--- src/rtl/gf16mul_arb.sv ---
// gf16mul_arb: round-robin arbiter sharing one GF(16) multiplier (x^4+x+1)
// between NREQ requesters, with one registered response stage that carries
// the product and the requester ID and honours backpressure.
//
// Build option: define GF16_ARB_FIXED_PRIO_EN for fixed priority (lowest
// index wins, pointer held at 0). Default is round-robin.

// Combinational GF(16) multiplier, field polynomial x^4+x+1.
module gf16mul_dec (
    input  logic [3:0] a_i,
    input  logic [3:0] b_i,
    output logic [3:0] z_o
);
    logic [3:0] acc;
    logic [3:0] sh;

    // Shift-and-add: sh walks a*x^i reduced mod x^4+x+1, acc sums the terms selected by b.
    always_comb begin
        acc = 4'd0;
        sh  = a_i;
        for (int i = 0; i < 4; i++) begin
            if (b_i[i]) begin
                acc = acc ^ sh;
            end
            sh = {sh[2:0], 1'b0} ^ (sh[3] ? 4'b0011 : 4'b0000);
        end
        z_o = acc;
    end
endmodule

module gf16mul_arb #(
    parameter int NREQ = 4,
    parameter int IDW  = 2
) (
    input  logic              clk,
    input  logic              rst_n,
    input  logic [NREQ-1:0]   req_valid,
    input  logic [4*NREQ-1:0] req_a,
    input  logic [4*NREQ-1:0] req_b,
    output logic [NREQ-1:0]   req_ready,
    output logic              rsp_valid,
    input  logic              rsp_ready,
    output logic [3:0]        rsp_z,
    output logic [IDW-1:0]    rsp_id
);
    logic [IDW-1:0] ptr_q, ptr_d;
    logic           rsp_valid_q, rsp_valid_d;
    logic [3:0]     rsp_z_q, rsp_z_d;
    logic [IDW-1:0] rsp_id_q, rsp_id_d;

    logic           found;
    logic [IDW-1:0] g;
    int             scan_idx;
    logic           free;
    logic           xfer;
    logic [3:0]     op_a, op_b, prod;

    // Circular scan of req_valid from ptr; first set bit is the grant.
    always_comb begin
        found    = 1'b0;
        g        = '0;
        scan_idx = 0;
        for (int k = 0; k < NREQ; k++) begin
            scan_idx = int'(ptr_q) + k;
            if (scan_idx >= NREQ) begin
                scan_idx = scan_idx - NREQ;
            end
            if (!found && req_valid[scan_idx]) begin
                found = 1'b1;
                g     = IDW'(scan_idx);
            end
        end
    end

    // Operand mux from the granted requester.
    always_comb begin
        op_a = 4'd0;
        op_b = 4'd0;
        for (int i = 0; i < NREQ; i++) begin
            if (g == IDW'(i)) begin
                op_a = req_a[4*i +: 4];
                op_b = req_b[4*i +: 4];
            end
        end
    end

    gf16mul_dec u_mul (
        .a_i (op_a),
        .b_i (op_b),
        .z_o (prod)
    );

    // Handshake: the stage is free when empty or being popped; rst_n gates ready so nothing is accepted in reset.
    always_comb begin
        free      = ~rsp_valid_q | rsp_ready;
        xfer      = found & free & rst_n;
        req_ready = xfer ? (NREQ'(1) << g) : '0;
    end

    // Next state of the response stage and the round-robin pointer.
    always_comb begin
        ptr_d       = ptr_q;
        rsp_valid_d = rsp_valid_q;
        rsp_z_d     = rsp_z_q;
        rsp_id_d    = rsp_id_q;
        if (xfer) begin
            rsp_valid_d = 1'b1;
            rsp_z_d     = prod;
            rsp_id_d    = g;
`ifdef GF16_ARB_FIXED_PRIO_EN
            ptr_d       = '0;
`else
            ptr_d       = (g == IDW'(NREQ-1)) ? '0 : g + IDW'(1);
`endif
        end else if (rsp_ready) begin
            rsp_valid_d = 1'b0;
        end
    end

    // State registers with synchronous active-low reset.
    always_ff @(posedge clk) begin
        if (!rst_n) begin
            ptr_q       <= '0;
            rsp_valid_q <= 1'b0;
            rsp_z_q     <= 4'd0;
            rsp_id_q    <= '0;
        end else begin
            ptr_q       <= ptr_d;
            rsp_valid_q <= rsp_valid_d;
            rsp_z_q     <= rsp_z_d;
            rsp_id_q    <= rsp_id_d;
        end
    end

    assign rsp_valid = rsp_valid_q;
    assign rsp_z     = rsp_z_q;
    assign rsp_id    = rsp_id_q;
endmodule

--- config.mk ---
export PLATFORM = sky130hd
export DESIGN_NAME = gf16mul_arb
export DESIGN_NICKNAME = d
export VERILOG_FILES = /design/src/rtl/gf16mul_arb.sv
export SDC_FILE = /design/constraint.sdc
export NUM_CORES = 1
export LEC_CHECK = 0
export ABC_AREA = 1
export CAP_MARGIN = 20
export CORE_ASPECT_RATIO = 1.75
export CORE_MARGIN = 1
export CORE_UTILIZATION = 40
export DETAILED_ROUTE_END_ITERATION = 10
export HOLD_SLACK_MARGIN = 0.06
export PLACE_DENSITY_LB_ADDON = 0.08
export SYNTH_ARGS = -nofsm -noshare
export SYNTH_HDL_FRONTEND = slang
export SYNTH_HIERARCHICAL = 1
export SYNTH_SLANG_ARGS = --single-unit
--- constraint.sdc ---
create_clock -name clk -period 9.1 [get_ports clk]
set_input_delay 2.73 -clock clk [delete_from_list [all_inputs] [get_ports clk]]
set_output_delay 2.73 -clock clk [all_outputs]
set_load 0.005 [all_outputs]
# == After elaboration in Yosys (flattened, before gate mapping) ==
# Cells that the tools add are included.
# classes
n_reduce_logical,8
n_div,0
multipliers,0
n_bitwise,10
shift,1
order_cmp,8
mux,43
n_eq_ne,3
add_sub_neg,8
# op_table
operator,count
"32-bit by 4-bit < comparator with 1-bit output, second input constant",4
32-bit 2-to-1 mux,4
4-bit 2-to-1 mux,13
4-bit XOR,6
2-bit 2-to-1 mux,8
1-bit 2-to-1 mux,14
"3-bit by 3-bit subtractor with 4-bit output, second input constant",3
"3-bit >= comparator, second input constant",3
1-bit binary-select mux with 2-bit select,4
"2-bit by 2-bit adder with 3-bit output, second input constant",2
"2-bit == test, second input constant",2
"1-bit by 2-bit << shifter with 4-bit output, first input constant",1
"2-bit by 3-bit subtractor with 4-bit output, second input constant",1
"2-bit by 1-bit adder with 3-bit output, second input constant",1
"2-bit by 3-bit >= comparator with 1-bit output, second input constant",1
1-bit logical AND,3
1-bit zero test,3
"2-bit by 1-bit adder with 2-bit output, second input constant",1
1-bit AND,2
"2-bit by 1-bit == test with 1-bit output, second input constant",1
2-bit zero test,1
2-bit nonzero test,1
1-bit inverter,1
1-bit OR,1
# totals
elab_cells,85
output_inout_bits,11
rom_bits,0
mem_bits_rw,0
in_bits,39
reg_bits,9
mem_count,0
latchBits,0

# == Logic depth before layout (Yosys ltp) ==
# Gate-level depths: netlist of run 1.
# depth
word_depth,28
ltp_mapped,27
ltp_nobuf,25

# == By module ==
# Netlist of run 1, hierarchy kept.
# by_module_without_submodules
mod,cells_per_inst,seq_area_each_um2,n_inst,area_per_inst_um2
gf16mul_arb,154,180.2,1,989.7
gf16mul_dec,73,0.0,1,325.3

# == Worst setup path after synthesis of run 1 ==
# Ideal clock, no wire load.
# synth_timing
path_type,input -> output
startpoint,input req_valid[3]
endpoint,output req_ready[2]
arrival_ns,4.251
path_buffers,1
cell_stages,11
path_slack_ns,2.119
t_required_ns,6.370
cell_sequence,inv_1 nand2_1 nand3_1 nand2_2 nor2_8 nand2_1 o211ai_2 ha_1 clkbuf_1 clkinv_1 nor2_1
# synth_between
word_cells_on_any_way,30
cone_classes,shift (1); mux (21); bitwise (2); reduce/logical (6)
# synth_rtl
item,line_no,rtl
start: declaration,37,"input logic [NREQ-1:0] req_valid,"
1-bit binary-select mux with 2-bit select,68,if (!found && req_valid[scan_idx]) begin
1-bit 2-to-1 mux (not written as such) (2 in a row),68,
1-bit 2-to-1 mux,68,
1-bit zero test,68,
1-bit logical AND,68,
1-bit 2-to-1 mux,68,
1-bit zero test,68,
1-bit logical AND,68,
1-bit 2-to-1 mux,68,
1-bit zero test,68,
1-bit logical AND,68,
2-bit 2-to-1 mux *,68,
via g[1],52,logic [IDW-1:0] g;
1-bit by 2-bit << shifter with 4-bit output *,97,req_ready = xfer ? (NREQ'(1) << g) : '0;
4-bit 2-to-1 mux *,97,
end: declaration,40,"output logic [NREQ-1:0] req_ready,"
# The timed path passes the listed nets; every way through them passes the cells marked *. The select of a mux whose other input is x is not followed.

# == Final worst setup path of run 1 ==
# Same ends and word-level chain as after synthesis.

==> results.cfg, run 1 <==
[global_routing]
grt-ovfl-total = 0
grt_use_total_pct = 22.42
grt_pass1_vias = 1510
grt_max_degree = 18
grt_pass1_wl_um = 5954
antenna_found_initial = 0

[setup_path]
worstPathCellList = clkdlybuf4s50_1 -> inv_1 -> nand2_1 -> nand3_1 -> nand2_2 -> nor2_8 -> nand2_1 -> o211ai_2 -> ha_1 -> clkinv_1 -> nor2_1 -> clkdlybuf4s50_1
end_kind = output port
required_ps = 6370
r2r_slack_ps = 4960
cp_num_buf_inv = 4
critPathMaxFanout = 9
arrival_ps = 5350
cp-start-kind = input pin
critPathKind = input pin to output port
max_stage_delay_ps = 510
crit_slowest_cell = clkdlybuf4s50_1
cp_top_family = buffers and inverters

[floorplanning]
fp.dieW_um = 45.34
start_util_pct = 41.86
core_mm2 = 0.003142
die-area_mm2 = 0.003530
die_height_um = 77.85
rows = 27
io_pins = 50

[sta]
fin_crit_sh_pct = 88.79
worst_pin_slew_ps = 925.6
finalCriticalPeriod_ps = 8079
hold_slack_ps = 455.2
fmax_ghz = 0.1238
slew_headroom_pct = 37.77
setup_viol = 0
slew_violations = 0
finalHoldViolations = 0
setup_tns_ps = 0
finalClockSkew_ps = 2.191
rsz0062_at_grt = no

[clocking]
cts-htree-levels = 1
insertion_delay_ps = 240
path_clk_slew_ps = 50
cts_sinks = 9
cts_setup_buffers = 0
cts_hold_buf = 0
cts_resized = 0
cts_tree = built
cts_root_buffer = clkbuf_8
clockBufferDepth = 2
numCtsBuffers = 3

[cells_and_area]
final_core_util_pct = 58.74
fin_nets = 316
synthToLayoutAreaGrowth_pct = 40.34
nFillCells = 347
diodes = 0
drive_gt1_share_pct = 12.50

[run_status]
status = finished, final reports clean

[placement]
dp_hpwl_um = 3047
io_buffers = 49
place.gp.congestion = 0.8241

[drt]
route.detailed.drc = 0
wire_per_inst_um = 11.37
drt_iter0_drc = 25
dr_total_vias = 1541
drt-vias-per-instance = 4.892
dr.pass1.iters = 4
ant_nets = 0
wl_um = 3580

[synthesis]
ys_ff_latch = 9
yosys.area.top_type = nand2_1
synth.avg_cell_area_um2 = 5.793
yosysSeqAreaShare_pct = 13.70
synth_top_area_share_pct = 25.98
synth_cells = 227
post_synth_instance_area_mm2 = 0.001315
yosysUniqueCellTypes = 29
synthesis.nets = 270
yosys_warnings = 6
synthTopCellsByArea = nand2_1 26%, dfxtp_1 14%, nand3_1 6.1%, inv_1 6.0%, nor2_1 5.7%

[flow_run]
drv_cap = 0

[worst_hold_path]
hold_class = flip-flop to flip-flop
## sequential cells by signal (all words and copies together) (netlist names)
register   count
rsp_id         2
rsp_z          4
ptr_q          2
rsp_valid      1
## area by class of cell
class,instances,area (um^2),share of cell area [%]
Multi-Input combinational cell,181,964.7,52.27
Tap cell,43,53.80,2.915
Sequential cell,9,180.2,9.763
Inverter,29,111.4,6.034
Clock buffer,4,45.04,2.441
Timing Repair Buffer,49,490.5,26.58
## layer usage
| metal | vias up | track usage, % | share of wire (%) |
|---|---|---|---|
| met5 | - | 0 | 0 |
| met4 | 0 | 11.21 | 3.4 |
| met3 | 11 | 2.558 | 2.4 |
| met2 | 43 | 45.94 | 60 |
| met1 | 675 | 18.54 | 34 |
| li1 | 812 | - | - |
## kinds of logic (layout without fill, tap and decap cells)
logic type	Yosys count	in the layout	synth area share, %
flip-flops	9	9	13.70
adder cells (fa/ha/maj)	4	4	3.806
AO/OA/AOI/OAI	22	22	13.03
AND/OR/NAND/NOR	150	150	53.19
buffers and inverters	37	82	12.94
XOR/XNOR	5	5	3.331
## worst min-delay path: stages, from the launching register on
cell and delay, ps:
dfxtp_1 310, nand3_2 60, nand2_1 40
## final timing paths
kind	start	to	cells after the start
max	req_valid[3]	req_ready[2]	12
min	rsp_z[3]	rsp_z[3]	2
max reg2reg	ptr_q[0]	rsp_z[2]	20
min reg2reg	rsp_z[3]	rsp_z[3]	2
## synthesized netlist by cell type
cell type	number
nand2_1	91
inv_1	21
nor2_1	20
nand3_1	16
nand2_2	10
dfxtp_1	9
a221oi_1	8
o31ai_1	8
inv_2	6
nand3_2	6
clkbuf_1	4
ha_1	4
a21oi_1	3
xnor2_1	3
nand2_4	2
nor2_2	2
xor2_1	2
buf_12	1
buf_2	1
buf_4	1
buf_6	1
clkinv_1	1
inv_4	1
nand3_4	1
nand3b_1	1
nor2_8	1
o211ai_2	1
o21ai_0	1
o21ai_2	1
## cells in the final DEF, fill, tap and decap left out, types with 4 or more instances in the layout
master	n
dfxtp_1	9
nor2_1	20
a221oi_1	8
ha_1	4
nand2_1	91
clkdlybuf4s50_1	49
nand2_2	10
nand3_1	16
o31ai_1	8
nand3_2	6
inv_2	6
inv_1	21
## per-stage QoR
step / worst slack, ps / instances / instance area [um^2]
2_1_floorplan: 2119 / 227 / 1315
6_report: 1021 / 315 / 1846
3_5_place_dp: 999.2 / 311 / 1800
3_3_place_gp: 1047 / 311 / 1800
4_1_cts: 995.3 / 315 / 1846
5_1_grt: 743.1 / 315 / 1846
Power of run 1 is left out: the tool's default activity adds up to more than one toggle a clock period on the data nets, which glitch-free logic cannot reach.
==> run 2: changes to the inputs <==
Settings changed: HOLD_SLACK_MARGIN 0.06 to unset, SLEW_MARGIN set to 20.
==> results of run 2 <==
Same layout as run 1: the final DEF is identical, and so are final timing and power.
Power of run 2 is left out for the same reason.
==> run 3: changes to the inputs <==
Settings changed: CORE_UTILIZATION 40 to 30, SYNTH_HIERARCHICAL 1 to unset.
==> results.cfg, run 3 <==
[setup_path]
crit_path_start = req_valid[2]
cp-start-kind = input pin
r2r_slack_ps = 5760
end_kind = output port
arrival_ps = 5430
endpoint = req_ready[3]
critPathMaxFanout = 13
regToRegStartpoint = ptr_q[0]
rr_worst_depth = 21
required_ps = 6370
timing.rr.end = rsp_z[1]
critPathKind = input pin to output port

[global_routing]
grt_use_total_pct = 17.72
grt-ovfl-total = 0
grt_max_degree = 14
antenna_found_initial = 0
grt_pass1_wl_um = 6223
grt_pass1_vias = 1500

[synthesis]
synth_cells = 247
yosysSeqAreaShare_pct = 13.87
yosys.area.top_type = nand2_1
yosysUniqueCellTypes = 28
synth-edff-count = 0
async_reset_ff_share_pct = 0
synthesis.nets = 290
yosys_warnings = 0
ys.flop_type = dfxtp_1
yosysMostFrequentCell = nand2_1
synth_top_area_share_pct = 29.19
post_synth_instance_area_mm2 = 0.001299
ys_ff_latch = 9
synthTopCellsByArea = nand2_1 29%, dfxtp_1 14%, inv_1 9.8%, a21oi_1 7.7%, nor2_1 7.2%
synth_common_cells = 101 x nand2_1, 34 x inv_1, 25 x nor2_1
synth.avg_cell_area_um2 = 5.258

[cells_and_area]
nFillCells = 476
synthToLayoutAreaGrowth_pct = 42.10
final_common_cell = nand2_1
drive_gt1_share_pct = 5.782
largest_register_ffs = 4
multiInputGateArea_um2 = 914.6
regArea_um2 = 180.2
fin_nets = 338
diodes = 0
layout_common_cells = 101 x nand2_1, 49 x clkdlybuf4s50_1, 34 x inv_1, 25 x nor2_1, 20 x a21oi_1

[clocking]
cts_tree = built
cts_setup_buffers = 0
cts_sinks = 9
cts_hold_buf = 0
cts-htree-levels = 1
cts_root_buffer = clkbuf_8
cts_resized = 0
numCtsBuffers = 3
path_clk_slew_ps = 40
insertion_delay_ps = 230
clockBufferDepth = 2

[placement]
post-place-ws_ps = 973.5
io_buffers = 49
dp_hpwl_um = 3193
place.gp.congestion = 0.8020

[floorplanning]
core_mm2 = 0.004150
io_pins = 50
rows = 31
fp.dieW_um = 51.74
start_util_pct = 31.29
die-area_mm2 = 0.004606
die_height_um = 89.04

[drt]
drt_iter0_drc = 35
dr.pass1.iters = 4
ant_nets = 0
route.detailed.drc = 0
dr_total_vias = 1595
drt-vias-per-instance = 4.650
wire_per_inst_um = 10.97
wl_um = 3762

[sta]
setup_viol = 0
fmax_ghz = 0.1225
finalHoldViolations = 0
finalClockSkew_ps = 0.7349
slew_headroom_pct = 71.21
worst_pin_slew_ps = 431.8
finalCriticalPeriod_ps = 8164
worst_slack_ps = 935.9
rsz0062_at_grt = no
slew_violations = 0
setup_tns_ps = 0
fin_crit_sh_pct = 89.72

[worst_hold_path]
hold_class = flip-flop to flip-flop
worstHoldStart = rsp_id[1]

[flow_run]
drv_cap = 0

[run_status]
status = finished, final reports clean
[run 3: final cells by class]
class	count	share of cell area, %
multi-input cells	193	49.56
inverters	39	8.339
flip-flops and latches	9	9.763
clock buffers	4	2.441
well taps	49	3.322
repair buffers	49	26.58
[run 3: cell families (layout without fill, tap and decap cells)]
kind of cell,after synthesis,count (layout),synth area share (%)
AND/OR/NAND/NOR,151,151,49.13
buffers and inverters,45,92,15.70
AO/OA/AOI/OAI,34,34,14.74
flip-flops,9,9,13.87
adder cells (fa/ha/maj),4,4,3.854
XOR/XNOR,4,4,2.698
[run 3: per-stage QoR]
stage	utilization (%)	area [um^2]	hold WS [ps]	std cells
global placement	43.38	1800	496.6	339
finish	44.47	1846	487.6	343
floorplan	-	1299	468.9	247
CTS	44.47	1846	494.8	343
global route	44.47	1846	506.2	343
detailed placement	43.38	1800	488.4	339
[run 3: layer usage]
metal	part of all wire [%]	wire, um	vias up	track usage, %
met5	0	0	-	0
met4	2.3	86	0	4.914
met3	2.3	86	8	1.190
met2	57	2152	34	38.49
met1	38	1436	702	16.53
li1	-	-	851	-
[run 3: worst max-delay path, cell delays in order]
cell	delay, ps
clkdlybuf4s50_1	450
inv_1	50
o21ai_1	200
nand2_1	110
nand2_1	100
inv_1	70
nand3b_4	90
inv_4	40
nand2_4	70
inv_1	40
nor2_1	180
ha_1	450
inv_1	210
nor2_1	140
clkdlybuf4s50_1	500
[run 3: worst min path at each step]
stage,cells after the start,slack (ps),endpoint
after floorplan,2,470,rsp_id[1]
after global placement,2,500,rsp_z[3]
after detailed placement,2,490,rsp_id[1]
after CTS,2,490,rsp_id[1]
after global routing,2,510,rsp_id[1]
final,2,490,rsp_id[1]
Power of run 3 is left out for the same reason.
==> RTL edit 1 (settings of run 3) <==
`NREQ`: 4 -> 2.
--- a/src/rtl/gf16mul_arb.sv
+++ b/src/rtl/gf16mul_arb.sv
@@ -31,3 +31,3 @@
 module gf16mul_arb #(
-    parameter int NREQ = 4,
+    parameter int NREQ = 2,
     parameter int IDW  = 2
Interface: changed (resized req_a, req_b, req_ready and req_valid); port bits go from 50 to 30. No check against the original RTL was run, so the function may have changed too.
==> RTL edit 1 against run 3 <==
  * Synthesized cell count down 46%
  * Worst setup slack better by 740 ps
  * Synthesized area down 40%
  * Sequential cell count unchanged
  * Wire length down 48%
  * Final area down 38%
  * Critical path depth down 9
  * Largest cell class unchanged
  * Core utilization up 1.3 points
Power is left out: it rests on default switching activity, and per cell area and clock period it moved more than threefold.
==> RTL edit 1: results (changes against run 3) <==
clocking:
  root_buffer: "clkbuf_8"
  cts_buffer_depth: 2  # unchanged
  cts_buffers: 3  # unchanged
cells_and_area:
  diodes: 0  # unchanged
  largest_reg_flops: 4  # unchanged
  n_fill_cell: 276  # -42%
  drive_gt1_share_pct: 9.70  # +3.9 points
  fin_nets: 187  # -45%
route:
  drt-total-wl_microns: 1940  # -48%
  drt_iter0_markers: 16  # -54%
  num_vias: 932  # -42%
  first_pass_iters: 4  # unchanged
grt:
  met3_usage_pct: 0.962  # -0.23 points
  track_usage_pct: 16.8  # -0.95 points
  grt-ovfl-total: 0  # unchanged
  use_met2_pct: 29.5  # -9.0 points
  grt_pass1_wl_microns: 3390  # -46%
  grt_antenna_before_repair: 0  # unchanged
  grt_pass1_vias: 908  # -39%
  grt_max_degree: 12  # -2
  met1_usage_pct: 16.6  # +0.10 points
yosys:
  async_reset_ff_share_pct: 0  # unchanged
  ys_dominant_reg_cell: "dfxtp_1"
  synthTopCellsByCount: "nand2_1, nand3_1, inv_1"
  netlist_top_cells_area: "nand2_1, dfxtp_1, nand3_1, inv_1, nand2_2"
  seq_area_frac_synth_pct: 23.0  # +9.1 points
  synth_fp_nets: 154  # -47%
  synth_cell_types: 22  # -21%
place:
  io_buffers: 29  # -41%
  hpwl_microns: 1650  # -48%
  place_congestion: 0.811  # +1.2%
worst_setup_path:
  crit_arrival_ps: 4700  # -730 ps
  cpPeakStageDelay_ps: 550  # +50 ps
  crit_slowest_cell: "clkdlybuf4s50_1"
  crit_fanout: 10  # -3
  crit_family: "buffers and inverters"
worst_hold_path:
  hp-class: "reg -> reg"
sta:
  worstMarginPinSlew_ps: 292  # -140 ps
  slew_viol_final: 0  # unchanged
  skew_ps: 6.39  # +5.65 ps
outcome:
  outcome: "finished clean"
-- RTL edit 1: changes by cell type after synthesis, sizes merged, moves of 2 or more --
cell	run 3	this run
nand2	105	58
a21boi	0	2
nor2	25	8
nand3	17	22
a21oi	23	4
ha	4	0
inv	39	17
o21ai	10	1
buf	5	1
-- RTL edit 1: path summary, 6_finish.rpt --
path / startpoint / end / slack [ps] / cells past startpoint
max: rst_n / req_ready[1] / 1670 / 6
min: ptr_q[1] / ptr_q[1] / 470 / 2
max reg2reg: ptr_q[0] / rsp_z[2] / 7250 / 12
min reg2reg: ptr_q[1] / ptr_q[1] / 470 / 2
-- RTL edit 1: cells by family (layout without fill, tap and decap cells) --
family,count (synthesis),in the layout,synth area share [%]
AOI/OAI and AO/OA,9,9,8.15
and+or+nand+nor,92,92,53.5
muxes,1,1,1.28
DFF,9,9,23.0
buffers and inverters,18,50,9.58
xor gates and xnor gates,4,4,4.47
-- RTL edit 1: stage by stage --
step                setup WS, ps  instance area, sq um  util [%]  std cells
floorplan                   2960                   783         -        133
global placement            1750                  1090      43.9        187
detailed placement          1690                  1090      43.9        187
CTS                         1680                  1140      45.7        191
global route                1560                  1140      45.7        191
finish                      1670                  1140      45.7        191
-- RTL edit 1: cell type report --
type	count	area (sq um)	share of cell area, %
Clock buffer	4	45.0	3.95
Inverter	17	63.8	5.60
Multi-Input combinational cell	106	528	46.3
Sequential cell	9	180	15.8
Tap cell	26	32.5	2.85
Timing Repair Buffer	29	290	25.5
-- RTL edit 1: metal layers --
layer	up-vias	wire length, microns	part of all wire (%)
met2	30	1070	55
met3	7	77	4.0
li1	488	-	-
met5	-	0	0
met1	407	717	37
met4	0	79	4.1
==> RTL edit 2 (config.mk and constraints of run 3) <==
Made on the original files. Make the reset (`rst_n`) asynchronous in one clocked block. Comments in the files are not updated.
--- a/src/rtl/gf16mul_arb.sv
+++ b/src/rtl/gf16mul_arb.sv
@@ -120,3 +120,3 @@
     // State registers with synchronous active-low reset.
-    always_ff @(posedge clk) begin
+    always_ff @(posedge clk or negedge rst_n) begin
         if (!rst_n) begin
Behaviour: differs if rst_n is asserted again (counterexample within 4 cycles, from zero or initial values and one cycle with rst_n low); with rst_n held inactive, the same outputs for 10 cycles.
==> RTL edit 2 against run 3 <==
  * Clock skew hardly changed
  * Final area up 4.2%
  * Worst setup slack better by 10 ps
  * Wire length is 5.1% higher
  * Critical path depth down 1
  * Sequential cell count is the same
  * Synthesized area up 4.5%
  * Critical endpoint unchanged
Power is not shown: default switching activity piles up to over one toggle a cycle in this logic, so the estimate is an artifact.
==> RTL edit 2: results (changes against run 3) <==
outcome:
  outcome: "finished clean"
cells_and_area:
  final-nonclk-buf-share_pct: 25.5  # -1.1 points
  n_fill_cell: 509  # +6.9%
  fin_nets: 344  # +1.8%
  multi_input_cells: 203  # +5.2%
  ff_latch_area_sq_um: 225  # +25%
  instances_no_fill: 351  # +2.3%
  multi_input_area_share_pct: 49.9  # +0.34 points
  post-route-util_pct: 44.1  # -0.40 points
  n_all_inverters: 35  # -10%
  clock_area_share_pct: 2.34  # -0.098 points
grt:
  use_met2_pct: 38.2  # -0.30 points
  track_usage_pct: 18.7  # +1.0 points
  grt_pass1_wl_microns: 6810  # +9.4%
  met3_usage_pct: 1.51  # +0.32 points
  met1_usage_pct: 17.9  # +1.3 points
  grt_max_degree: 13  # -1
place:
  hpwl_microns: 3380  # +6.0%
  place_congestion: 0.876  # +9.3%
  dp_worst_setup_slack_ps: 956  # -17.6 ps
  placed_area_sq_um: 1880  # +4.3%
route:
  met1Wirelength_microns: 1440  # +0.28%
  wl_met3_microns: 102  # +19%
  drt-total-wl_microns: 3950  # +5.1%
sta:
  whs_ps: 479  # -9.04 ps
  relSlewSlack_pct: 65.9  # -5.3 points
  max_freq_mhz: 123  # +0.13%
  skew_ps: 0.703  # -0.0322 ps
worst_hold_path:
  worst_hold_startpoint: "rsp_id[1]"
  min_to: "rsp_id[1]"
worst_setup_path:
  crit_fanout: 11  # -2
  critPathLaunch: "req_valid[3]"
  r2r-start: "ptr_q[0]"
yosys:
  ys_dominant_reg_cell: "dfrtp_1"
  netlist_top_cells_area: "nand2_1, dfrtp_1, inv_1, nand3_1, nor2_1"
  async_reset_ff_share_pct: 100  # +100 points
  synthTopCellsByCount: "nand2_1, inv_1, nand3_1, nor2_1, a21oi_1"
  synth_fp_nets: 295  # +1.7%
  seq_area_frac_synth_pct: 16.6  # +2.7 points
  synthCells: 252  # +2.0%
floorplan:
  rows: 32  # +3.2%
RTL edit 2: cell types whose count changed after synthesis, moves of 2 or more:
cell	delta
dfrtp_1	+9
inv_1	-3
nand3_1	+7
inv_4	-3
buf_2	+2
nand2_2	+2
o21ai_1	-4
nor2_2	+4
dfxtp_1	-9
nor2_1	-2
a21oi_1	-6
nand2_1	+8
RTL edit 2: critical path, stage by stage:
cell and delay, ps:
clkdlybuf4s50_1 430, o21ai_0 220, nand2_1 100, nand2_2 110, nand2_4 60, nor2_4 120, nand2_1 60, o211ai_1 110
nand2_1 130, inv_1 100, ha_1 390, inv_1 210, nor2_2 140, clkdlybuf4s50_1 510
RTL edit 2: kinds of logic (layout without fill, tap and decap cells):
group                    after synthesis  in the layout  share of synthesized area, %
buffers and inverters                 40             88                          12.7
AO/OA/AOI/OAI                         27             27                          11.2
AND/OR/NAND/NOR                      170            170                          54.5
XOR/XNOR                               2              2                          1.29
adder cells (fa/ha/maj)                4              4                          3.69
flip-flops                             9              9                          16.6
